**src/rtl/mem_writeback_buffer_pkg.sv**
```systemverilog
// Shared types for the memory write-back buffer.
// Widths, FSM state encoding and the buffered entry layout.
package wb_pkg;

  localparam int ADDR_W  = 28;
  localparam int BLOCK_W = 128;

  typedef enum logic [1:0] {
    IDLE  = 2'd0,
    DRAIN = 2'd1,
    READ  = 2'd2
  } state_t;

  typedef struct packed {
    logic               valid;
    logic [ADDR_W-1:0]  address;
    logic [BLOCK_W-1:0] data;
  } entry_t;

endpackage

```
**src/rtl/mem_writeback_buffer_if.sv**
```systemverilog
// Cache-side and data-memory-side signals of the write-back buffer.
// slave is the buffer's view; master is the cache core plus memory.
interface mem_writeback_buffer_if;
  import wb_pkg::*;

  logic               cache_read;
  logic               cache_write;
  logic [ADDR_W-1:0]  cache_address;
  logic [BLOCK_W-1:0] cache_writedata;
  logic [BLOCK_W-1:0] cache_readdata;
  logic               cache_busywait;

  logic               mem_read;
  logic               mem_write;
  logic [ADDR_W-1:0]  mem_address;
  logic [BLOCK_W-1:0] mem_writedata;
  logic [BLOCK_W-1:0] mem_readdata;
  logic               mem_busywait;

  modport slave (
    input  cache_read,
    input  cache_write,
    input  cache_address,
    input  cache_writedata,
    output cache_readdata,
    output cache_busywait,
    output mem_read,
    output mem_write,
    output mem_address,
    output mem_writedata,
    input  mem_readdata,
    input  mem_busywait
  );

  modport master (
    output cache_read,
    output cache_write,
    output cache_address,
    output cache_writedata,
    input  cache_readdata,
    input  cache_busywait,
    input  mem_read,
    input  mem_write,
    input  mem_address,
    input  mem_writedata,
    output mem_readdata,
    output mem_busywait
  );

endinterface

```
**src/rtl/mem_writeback_buffer_match.sv**
```systemverilog
// wb_entry_match: associative address lookup across all buffer entries.
// One entry (the one being drained) can be masked out of the search.
module wb_entry_match
  import wb_pkg::*;
#(
  parameter int DEPTH = 4,
  parameter int IW    = 2
) (
  input  entry_t            entries [DEPTH],
  input  logic [ADDR_W-1:0] addr,
  input  logic              excl_en,
  input  logic [IW-1:0]     excl_idx,
  output logic              hit,
  output logic [IW-1:0]     idx
);

  always_comb begin
    hit = 1'b0;
    idx = '0;
    for (int i = 0; i < DEPTH; i++) begin
      if (entries[i].valid &&
          entries[i].address == addr &&
          !(excl_en && excl_idx == IW'(i))) begin
        hit = 1'b1;
        idx = IW'(i);
      end
    end
  end

endmodule

```
**src/rtl/mem_writeback_buffer.sv**
```systemverilog
// Write-back buffer between a cache core and data memory.
// Define WB_READ_FORWARD_EN to serve reads from buffered blocks.
module mem_writeback_buffer
  import wb_pkg::*;
#(
  parameter int DEPTH = 4
) (
  input logic                   clock,
  input logic                   reset,
  mem_writeback_buffer_if.slave bus
);

  localparam int IW = $clog2(DEPTH);
  localparam int CW = $clog2(DEPTH + 1);

  entry_t             entries [DEPTH];
  logic [IW-1:0]      head;
  logic [IW-1:0]      tail;
  logic [CW-1:0]      count;
  state_t             state;
  state_t             state_nx;
  logic [BLOCK_W-1:0] readdata_q;
  logic               rd_done;

  logic               wr_req;
  logic               rd_req;
  logic               inflight;
  logic               m_hit;
  logic [IW-1:0]      m_idx;
  logic               full;
  logic               push;
  logic               coal;
  logic               pop;
  logic               rd_fin;
  logic               fwd_hit;
  logic               rd_clear;
  logic               rd_miss;

  logic               mem_read;
  logic               mem_write;
  logic [ADDR_W-1:0]  mem_address;
  logic [BLOCK_W-1:0] mem_writedata;

  // A simultaneous read is dropped in favour of the write.
  assign wr_req   = bus.cache_write;
  assign rd_req   = bus.cache_read && !bus.cache_write;
  assign inflight = (state == DRAIN);

  wb_entry_match #(
    .DEPTH (DEPTH),
    .IW    (IW)
  ) u_match (
    .entries  (entries),
    .addr     (bus.cache_address),
    .excl_en  (inflight),
    .excl_idx (head),
    .hit      (m_hit),
    .idx      (m_idx)
  );

  assign full   = (count == CW'(DEPTH));
  assign coal   = wr_req && m_hit;
  assign push   = wr_req && !m_hit && !full;
  assign pop    = inflight && !bus.mem_busywait;
  assign rd_fin = (state == READ) && !bus.mem_busywait;

`ifdef WB_READ_FORWARD_EN
  logic               head_hit;
  logic [BLOCK_W-1:0] fwd_data;

  // The drained head may hold the address while no newer copy exists.
  assign head_hit = inflight &&
                    entries[head].valid &&
                    entries[head].address == bus.cache_address;
  assign fwd_hit  = rd_req && (m_hit || head_hit);
  assign fwd_data = m_hit ? entries[m_idx].data
                          : entries[head].data;
  assign rd_clear = 1'b1;
  assign bus.cache_readdata = fwd_hit ? fwd_data : readdata_q;
`else
  assign fwd_hit  = 1'b0;
  assign rd_clear = (count == '0);
  assign bus.cache_readdata = readdata_q;
`endif

  assign rd_miss = rd_req && !fwd_hit && !rd_done;

  assign bus.cache_busywait =
    reset && (wr_req ? (!m_hit && full) : rd_miss);

  always_comb begin
    state_nx      = state;
    mem_read      = 1'b0;
    mem_write     = 1'b0;
    mem_address   = '0;
    mem_writedata = '0;
    unique case (state)
      IDLE: begin
        if (rd_miss && rd_clear) begin
          state_nx = READ;
        end else if (count != '0) begin
          state_nx = DRAIN;
        end
      end
      DRAIN: begin
        mem_write     = 1'b1;
        mem_address   = entries[head].address;
        mem_writedata = entries[head].data;
        if (!bus.mem_busywait) begin
          state_nx = IDLE;
        end
      end
      READ: begin
        mem_read    = 1'b1;
        mem_address = bus.cache_address;
        if (!bus.mem_busywait) begin
          state_nx = IDLE;
        end
      end
      default: state_nx = IDLE;
    endcase
  end

  assign bus.mem_read      = mem_read;
  assign bus.mem_write     = mem_write;
  assign bus.mem_address   = mem_address;
  assign bus.mem_writedata = mem_writedata;

  always_ff @(posedge clock or negedge reset) begin
    if (!reset) begin
      state <= IDLE;
    end else begin
      state <= state_nx;
    end
  end

  always_ff @(posedge clock or negedge reset) begin
    if (!reset) begin
      readdata_q <= '0;
      rd_done    <= 1'b0;
    end else begin
      rd_done <= rd_fin;
      if (rd_fin) begin
        readdata_q <= bus.mem_readdata;
      end
    end
  end

  always_ff @(posedge clock or negedge reset) begin
    if (!reset) begin
      head  <= '0;
      tail  <= '0;
      count <= '0;
    end else begin
      if (push) begin
        tail <= tail + 1'b1;
      end
      if (pop) begin
        head <= head + 1'b1;
      end
      count <= count + CW'(push) - CW'(pop);
    end
  end

  // Push/pop/coalesce never target the same slot in one cycle.
  always_ff @(posedge clock or negedge reset) begin
    if (!reset) begin
      for (int i = 0; i < DEPTH; i++) begin
        entries[i] <= '0;
      end
    end else begin
      if (coal) begin
        entries[m_idx].data <= bus.cache_writedata;
      end
      if (push) begin
        entries[tail] <= '{
          valid:   1'b1,
          address: bus.cache_address,
          data:    bus.cache_writedata
        };
      end
      if (pop) begin
        entries[head].valid <= 1'b0;
      end
    end
  end

endmodule
```
**src/flat_wrapper.sv**
```systemverilog
// flat-port wrapper written by rule: the top's interface ports become plain ports
module mem_writeback_buffer_flat import wb_pkg::*;
#(
  parameter int DEPTH = 4
)
  (clock, reset, bus_cache_read, bus_cache_write, bus_cache_address, bus_cache_writedata, bus_cache_readdata, bus_cache_busywait, bus_mem_read, bus_mem_write, bus_mem_address, bus_mem_writedata, bus_mem_readdata, bus_mem_busywait);
  mem_writeback_buffer_if bus_i ();
  input logic clock;
  input logic reset;
  input wire logic [$bits(bus_i.cache_read)-1:0] bus_cache_read;
  input wire logic [$bits(bus_i.cache_write)-1:0] bus_cache_write;
  input wire logic [$bits(bus_i.cache_address)-1:0] bus_cache_address;
  input wire logic [$bits(bus_i.cache_writedata)-1:0] bus_cache_writedata;
  output wire logic [$bits(bus_i.cache_readdata)-1:0] bus_cache_readdata;
  output wire logic [$bits(bus_i.cache_busywait)-1:0] bus_cache_busywait;
  output wire logic [$bits(bus_i.mem_read)-1:0] bus_mem_read;
  output wire logic [$bits(bus_i.mem_write)-1:0] bus_mem_write;
  output wire logic [$bits(bus_i.mem_address)-1:0] bus_mem_address;
  output wire logic [$bits(bus_i.mem_writedata)-1:0] bus_mem_writedata;
  input wire logic [$bits(bus_i.mem_readdata)-1:0] bus_mem_readdata;
  input wire logic [$bits(bus_i.mem_busywait)-1:0] bus_mem_busywait;
  assign bus_i.cache_read = bus_cache_read;
  assign bus_i.cache_write = bus_cache_write;
  assign bus_i.cache_address = bus_cache_address;
  assign bus_i.cache_writedata = bus_cache_writedata;
  assign bus_cache_readdata = bus_i.cache_readdata;
  assign bus_cache_busywait = bus_i.cache_busywait;
  assign bus_mem_read = bus_i.mem_read;
  assign bus_mem_write = bus_i.mem_write;
  assign bus_mem_address = bus_i.mem_address;
  assign bus_mem_writedata = bus_i.mem_writedata;
  assign bus_i.mem_readdata = bus_mem_readdata;
  assign bus_i.mem_busywait = bus_mem_busywait;
  mem_writeback_buffer #(.DEPTH(DEPTH)) u_core (.clock(clock), .reset(reset), .bus(bus_i));
endmodule
```
**config.mk**
```make
export PLATFORM = sky130hd
export DESIGN_NAME = mem_writeback_buffer_flat
export DESIGN_NICKNAME = d
export VERILOG_FILES = /design/src/rtl/mem_writeback_buffer_pkg.sv /design/src/rtl/mem_writeback_buffer_if.sv /design/src/rtl/mem_writeback_buffer_match.sv /design/src/rtl/mem_writeback_buffer.sv /design/src/flat_wrapper.sv
export SDC_FILE = /design/constraint.sdc
export NUM_CORES = 1
export LEC_CHECK = 0
export ABC_CLOCK_PERIOD_IN_PS = 3700
export BUFFER_PORTS_ARGS = -buffer_cell sky130_fd_sc_hd__clkbuf_2
export CORE_ASPECT_RATIO = 1.2
export CORE_MARGIN = 8
export CORE_UTILIZATION = 52
export DETAILED_ROUTE_END_ITERATION = 6
export PLACE_DENSITY = 0.77
export SKIP_CTS_REPAIR_TIMING = 1
export SYNTH_ARGS = -nofsm -noshare
export SYNTH_HDL_FRONTEND = slang
export SYNTH_SLANG_ARGS = --single-unit
```
**constraint.sdc**
```tcl
create_clock -name clock -period 3.7 [get_ports clock]
set_input_delay 0.37 -clock clock [delete_from_list [all_inputs] [get_ports clock]]
set_output_delay 0.37 -clock clock [all_outputs]
set_load 0.05 [all_outputs]
```
* Word level (Yosys, flattened, before mapping)
Index checks and enable logic that the tools add are counted.
** Storage, ports and cells
- Output and inout bits :: 287
- Word-level logic and storage cells :: 114
- Input bits :: 289
- Register bits after elaboration :: 766
** Cells by class
- Reductions and logical operators :: 40
- Order comparisons :: 6
- Bitwise operators :: 3
- $add $sub $neg :: 4
- Equal/unequal tests :: 12
- Muxes and demuxes :: 31
** Operators by type and width (count)
- bitwise mux 628 bit :: 3
- two-way mux 628 bit :: 3
- demux 157 bit (select 2 bit) :: 3
- binary-select mux 157 bit (select 2 bit) :: 1
- two-way mux 157 bit :: 2
- two-way mux 156 bit :: 2
- two-way mux 128 bit :: 2
- == test 28 bit :: 4
- case mux 28 bit (2 select lines) :: 1
- logical AND 1 bit :: 25
- two-way mux 2 bit :: 5
- >= comparator 3 bit (second input constant) :: 3
- logical NOT 1 bit :: 9
- < comparator 3 x 1 -> 1 bit (second input constant) :: 3
- NOT 2 -> 3 bit :: 3
- two-way mux 1 bit :: 8
- == test 2 bit (second input constant) :: 3
- adder 2 x 1 -> 2 bit (second input constant) :: 2
- == test 2 x 1 -> 1 bit (second input constant) :: 2
- logical NOT 2 bit :: 2
- case mux 2 bit (2 select lines) :: 1
- adder 3 x 1 -> 3 bit :: 1
- == test 3 bit (second input constant) :: 1
- logical NOT 3 bit :: 1
- 6 further kinds :: 6

* Depth between registers and ports, before layout
- Word-level depth :: 18
- Mapped depth :: 18
- Gate-level depth less buffers :: 14

* Modules after synthesis
A second synthesis with hierarchy kept.
** Unflattened totals
- Cell total of the unflattened synthesis :: 2261
- Area total of the unflattened synthesis :: 36262.3 um^2
** By module, submodules not included
- mem_writeback_buffer :: cells each 2093, instances 1, area each 34898.5 um^2, sequential area each 19168.4 um^2
- wb_entry_match :: cells each 168, instances 1, area each 1363.8 um^2, sequential area each 0.0 um^2

* Worst setup path after synthesis
No wires, ideal clock.
- Kind :: flip-flop to flip-flop
- From :: register u_core.head[0]
- To :: register u_core.entries[165] (netlist name)
- Path buffers :: 6
- Library setup time :: 0.125 ns
- Period minus slack after synthesis :: 4.123 ns
- Data required time :: 3.575 ns
- Arrival :: 3.998 ns
- Cell stages (with the launch flop) :: 15
- Setup slack :: -0.423 ns
- Cell sequence :: dfrtp_1 -> clkbuf_1 -> buf_2 -> buf_2 -> buf_1 -> inv_1 -> ha_1 -> nand2_1 -> nand3_1 -> or4_1 -> o31a_1 -> a32oi_4 -> buf_12 -> buf_12 -> mux2_4
** On the way
- Word-level cells in the longest chain between the ends :: 18
- Elaborated cells between the ends (all ways) :: 41
- Classes of those cells :: order compare (2); eq/ne (3); mux (16); bitwise (2); reduce/logical (18)
** RTL lines
- from (decl) :: line mem_writeback_buffer.sv:17 : logic [IW-1:0] head;
- from (signal assigned) :: line mem_writeback_buffer.sv:159 : head <= head + 1'b1;
- == test 2 x 1 -> 1 bit :: line mem_writeback_buffer_match.sv:23 : !(excl_en && excl_idx == IW'(i))) begin
- logical AND 1 bit :: line mem_writeback_buffer_match.sv:23
- logical NOT 1 bit :: line mem_writeback_buffer_match.sv:23
- logical AND 1 bit :: line mem_writeback_buffer_match.sv:22 : entries[i].address == addr &&
- two-way mux 1 bit :: line mem_writeback_buffer_match.sv:21 : if (entries[i].valid &&
- two-way mux 2 bit (2 in a row) :: line mem_writeback_buffer_match.sv:21
- NOT 2 -> 3 bit (implied by the code) :: line mem_writeback_buffer.sv:173 : entries[m_idx].data <= bus.cache_writedata;
- >= comparator 3 bit (implied by the code) / < comparator 3 x 1 -> 1 bit (equally long branches) :: line mem_writeback_buffer.sv:173
- logical AND 1 bit (implied by the code) :: line mem_writeback_buffer.sv:173
- two-way mux 128 bit (implied by the code) :: line mem_writeback_buffer.sv:173
- demux 157 bit (select 2 bit) :: line mem_writeback_buffer.sv:173
- bitwise mux 628 bit :: line mem_writeback_buffer.sv:173
- two-way mux 628 bit :: line mem_writeback_buffer.sv:172 : if (coal) begin
- bitwise mux 628 bit :: line mem_writeback_buffer.sv:176 : entries[tail] <= '{
- two-way mux 628 bit :: line mem_writeback_buffer.sv:175 : if (push) begin
- bitwise mux 628 bit :: line mem_writeback_buffer.sv:183 : entries[head].valid <= 1'b0;
- two-way mux 628 bit * :: line mem_writeback_buffer.sv:182 : if (pop) begin
Mark *: on every way between the ends. The rest lies on a longest branch, timed or not.
A chain may end at the register's enable or synchronous reset.

* Worst setup path in the final report
- From :: register u_core.head[1]
- To :: output port bus_mem_address[4]
** On the way
- Word-level cells in the longest chain between the ends :: 5
** RTL lines
- NOT 2 -> 3 bit (implied by the code) :: line mem_writeback_buffer.sv:107 : mem_address = entries[head].address;
- binary-select mux 157 bit (select 2 bit) :: line mem_writeback_buffer.sv:107
- two-way mux 156 bit (implied by the code) (2 in a row) :: line mem_writeback_buffer.sv:107
- case mux 28 bit (2 select lines) :: line mem_writeback_buffer.sv:97 : unique case (state)
- to (decl) :: line flat_wrapper.sv:18 : output wire logic [$bits(bus_i.mem_address)-1:0] bus_mem_address;
Every way passes these cells. The select of a mux whose other input is x is not followed.

==> metrics.txt <==
Synth cell types 47; Layout area overhead 22.1%; Final Hold Vio Count 7; outcome finished with violations; Post-Syn Instances 2,321; I/O Buffers 575; RD Place Congestion 0.958; leading cell type in the layout, fill and taps excluded dfrtp_1; relative max-transition margin 23.5%; unrepaired setup endpoints after global routing false; Yosys top cell by area dfrtp_1; Synth async-reset ratio 100%; commonest cells after routing, fill and taps aside dfrtp_1, clkbuf_2, mux2_2; TritonCTS Buffers 78; Post-synth EDFFs 0; Sw Share 42.2%; combinational share of power 50.1%; Final Skew 34.0 ps; Clock Pin Slew Worst Setup and Hold Paths 60 ps; CTS tree done; multi-input logic area 15,700 um^2; largest net degree at the start of global routing 195; Max stage delay on crit path 480 ps; pre-CTS WS 164 ps; total grt overflow 0; flops & latches, synth 766; DRT iter0 DRCs 1,229; sequential share of the synthesized area 53.4%; Post-synth top flop dfrtp_1; Tmin final 3620 ps; die width 256 um; CP Data Required Time 3330 ps; Vias 22,955; H-tree lvl count 3; setup slack after layout 80.3 ps; end-of-flow core utilization 64.1%; clock buffer depth 3; slowest CP cell buf_12; layout cells sized above 1 51.2%; fin nets 3,304; WHS -5.43 ps; crit path launch type register; Slew Viols, Final 0; Mapped Area 35,900 um^2; sequence of cells on the critical path buf_12 -> buf_12 -> mux4_2 -> a22oi_1 -> nor2b_1 -> clkbuf_2; fraction of power consumed by sequential logic 32.3%; GRT Util Overall 24.9%; initial core utilization 52.5%; critical path type reg -> out; HP Class in -> reg; HPWL Detailed 68.3 mm; FF/Latch Area 19,200 um^2; Clk pwr share 17.6%; vias in the first global route 25,008; # rows 105; DRT Pass-1 Iters 6; CP dominant cell by count buf_12; DR DRC count 0; core area 68,300 um^2; Critical Path Start u_core.head[1]; Mean Syn Cell Area 15.5 um^2; final setup violation count 0; Worst-Skew Late Latency 650 ps; Post-Route WL 102 mm; I/O pins 576; Synth top area share 53.4%; first-pass GRT wire length 152 mm; Worst EP arrival 3250 ps; r2r startpoint u_core.head[0]; failing checks negative hold slack; total die area 77,700 um^2; Switch Pwr 20.0 mW; largest cells by area after synthesis dfrtp_1, mux2_2, mux4_2; layout filler cell count 4,839; die height 304 um; CTS sink cnt 766; Synth Net Count 2,624; via/cell ratio 5.76; CP endpoint kind output port; Hold Crit Start bus_cache_writedata[116]; worst reg2reg setup slack 330 ps; Final Cycle Share 97.8%; total of max-cap violations 0; yosys warns 0; Achievable Freq 276 MHz; Final ANT Viol Nets 0; pwr/cell area 1080 nW/um^2; Worst-Margin Slew 1150 ps; initial antenna violation count 25; crit path max fanout 127; Leak 19.8 nW; Int Pwr 27.4 mW; Peak supply drop 0.000853 V; CTS Root Cell clkbuf_16; WL/cell 25.6 um
## final timing paths
| check | cells past startpoint | to |
|---|---|---|
| max | 6 | bus_mem_address[4] |
| max in group asynchronous | 3 | u_core.entries[322] |
| min in group asynchronous | 2 | u_core.entries[274] |
| min reg2reg | 1 | u_core.entries[496] |
| max reg2reg | 10 | u_core.entries[158] |
| min | 2 | u_core.entries[587] |
## power by group through the flow
stage / clock (mW) / combinational (mW) / sequential (mW)
final: 8.35 / 23.7 / 15.3
after global routing: 8.85 / 24.9 / 15.8
after CTS: 8.48 / 23.8 / 15.2
after detailed placement: 0 / 23.7 / 15.3
after global placement: 0 / 23.2 / 14.8
after floorplan: 0 / 15.8 / 16.8
## metal layers
| metal | vias up | track usage [%] | wire, um |
|---|---|---|---|
| met5 | - | 0 | 69 |
| met4 | 10 | 11.2 | 4650 |
| met3 | 242 | 6.41 | 7130 |
| met2 | 819 | 42.7 | 52800 |
| met1 | 12090 | 29.3 | 37300 |
| li1 | 9794 | - | - |
## cell usage after synthesis, types with 32 or more instances
library cell  number
mux4_2           156
buf_2             51
dfrtp_1          766
mux2_2           539
nand4_1           32
xor2_1            36
mux2_4           100
mux2_1           114
xnor2_1           78
and2_1           131
clkbuf_1          66
## cell type report
cell class,instances,share of cell area (%)
antenna,19,0.109
clock buffer,112,5.16
clock inverter,27,1.02
inverter,16,0.137
multi-input combinational,1369,35.8
sequential,766,43.8
tap,909,2.60
timing repair buffer,770,11.4
## worst max-delay path, delay by kind of cell (launching register included)
family,cells,cell delay (ps)
buffers and inverters,3,970
AO/OA/AOI/OAI,1,300
flip-flops,1,430
AND/OR/NAND/NOR,1,80
multiplexers,1,430
## through the flow
stage,instance area (um^2),hold slack (ps),cells,TNS (ps),power (mW)
after floorplan,35900,74.4,2321,0,32.6
after CTS,42400,-337,3834,-369,47.4
after detailed placement,39700,343,3695,0,39.0
final,43800,-5.43,3988,0,47.4
after global placement,39700,335,3695,0,38.0
after global routing,43800,-11.1,3986,0,49.5
## cell families after synthesis
logic type	synth area share (%)
xor+xnor	2.87
buf+inv	3.04
mux	34.5
simple gates	4.77
fa+ha+maj	0.509
compound gates	0.952
flops	53.4
No activity file was read; power rests on OpenSTA's default activity.
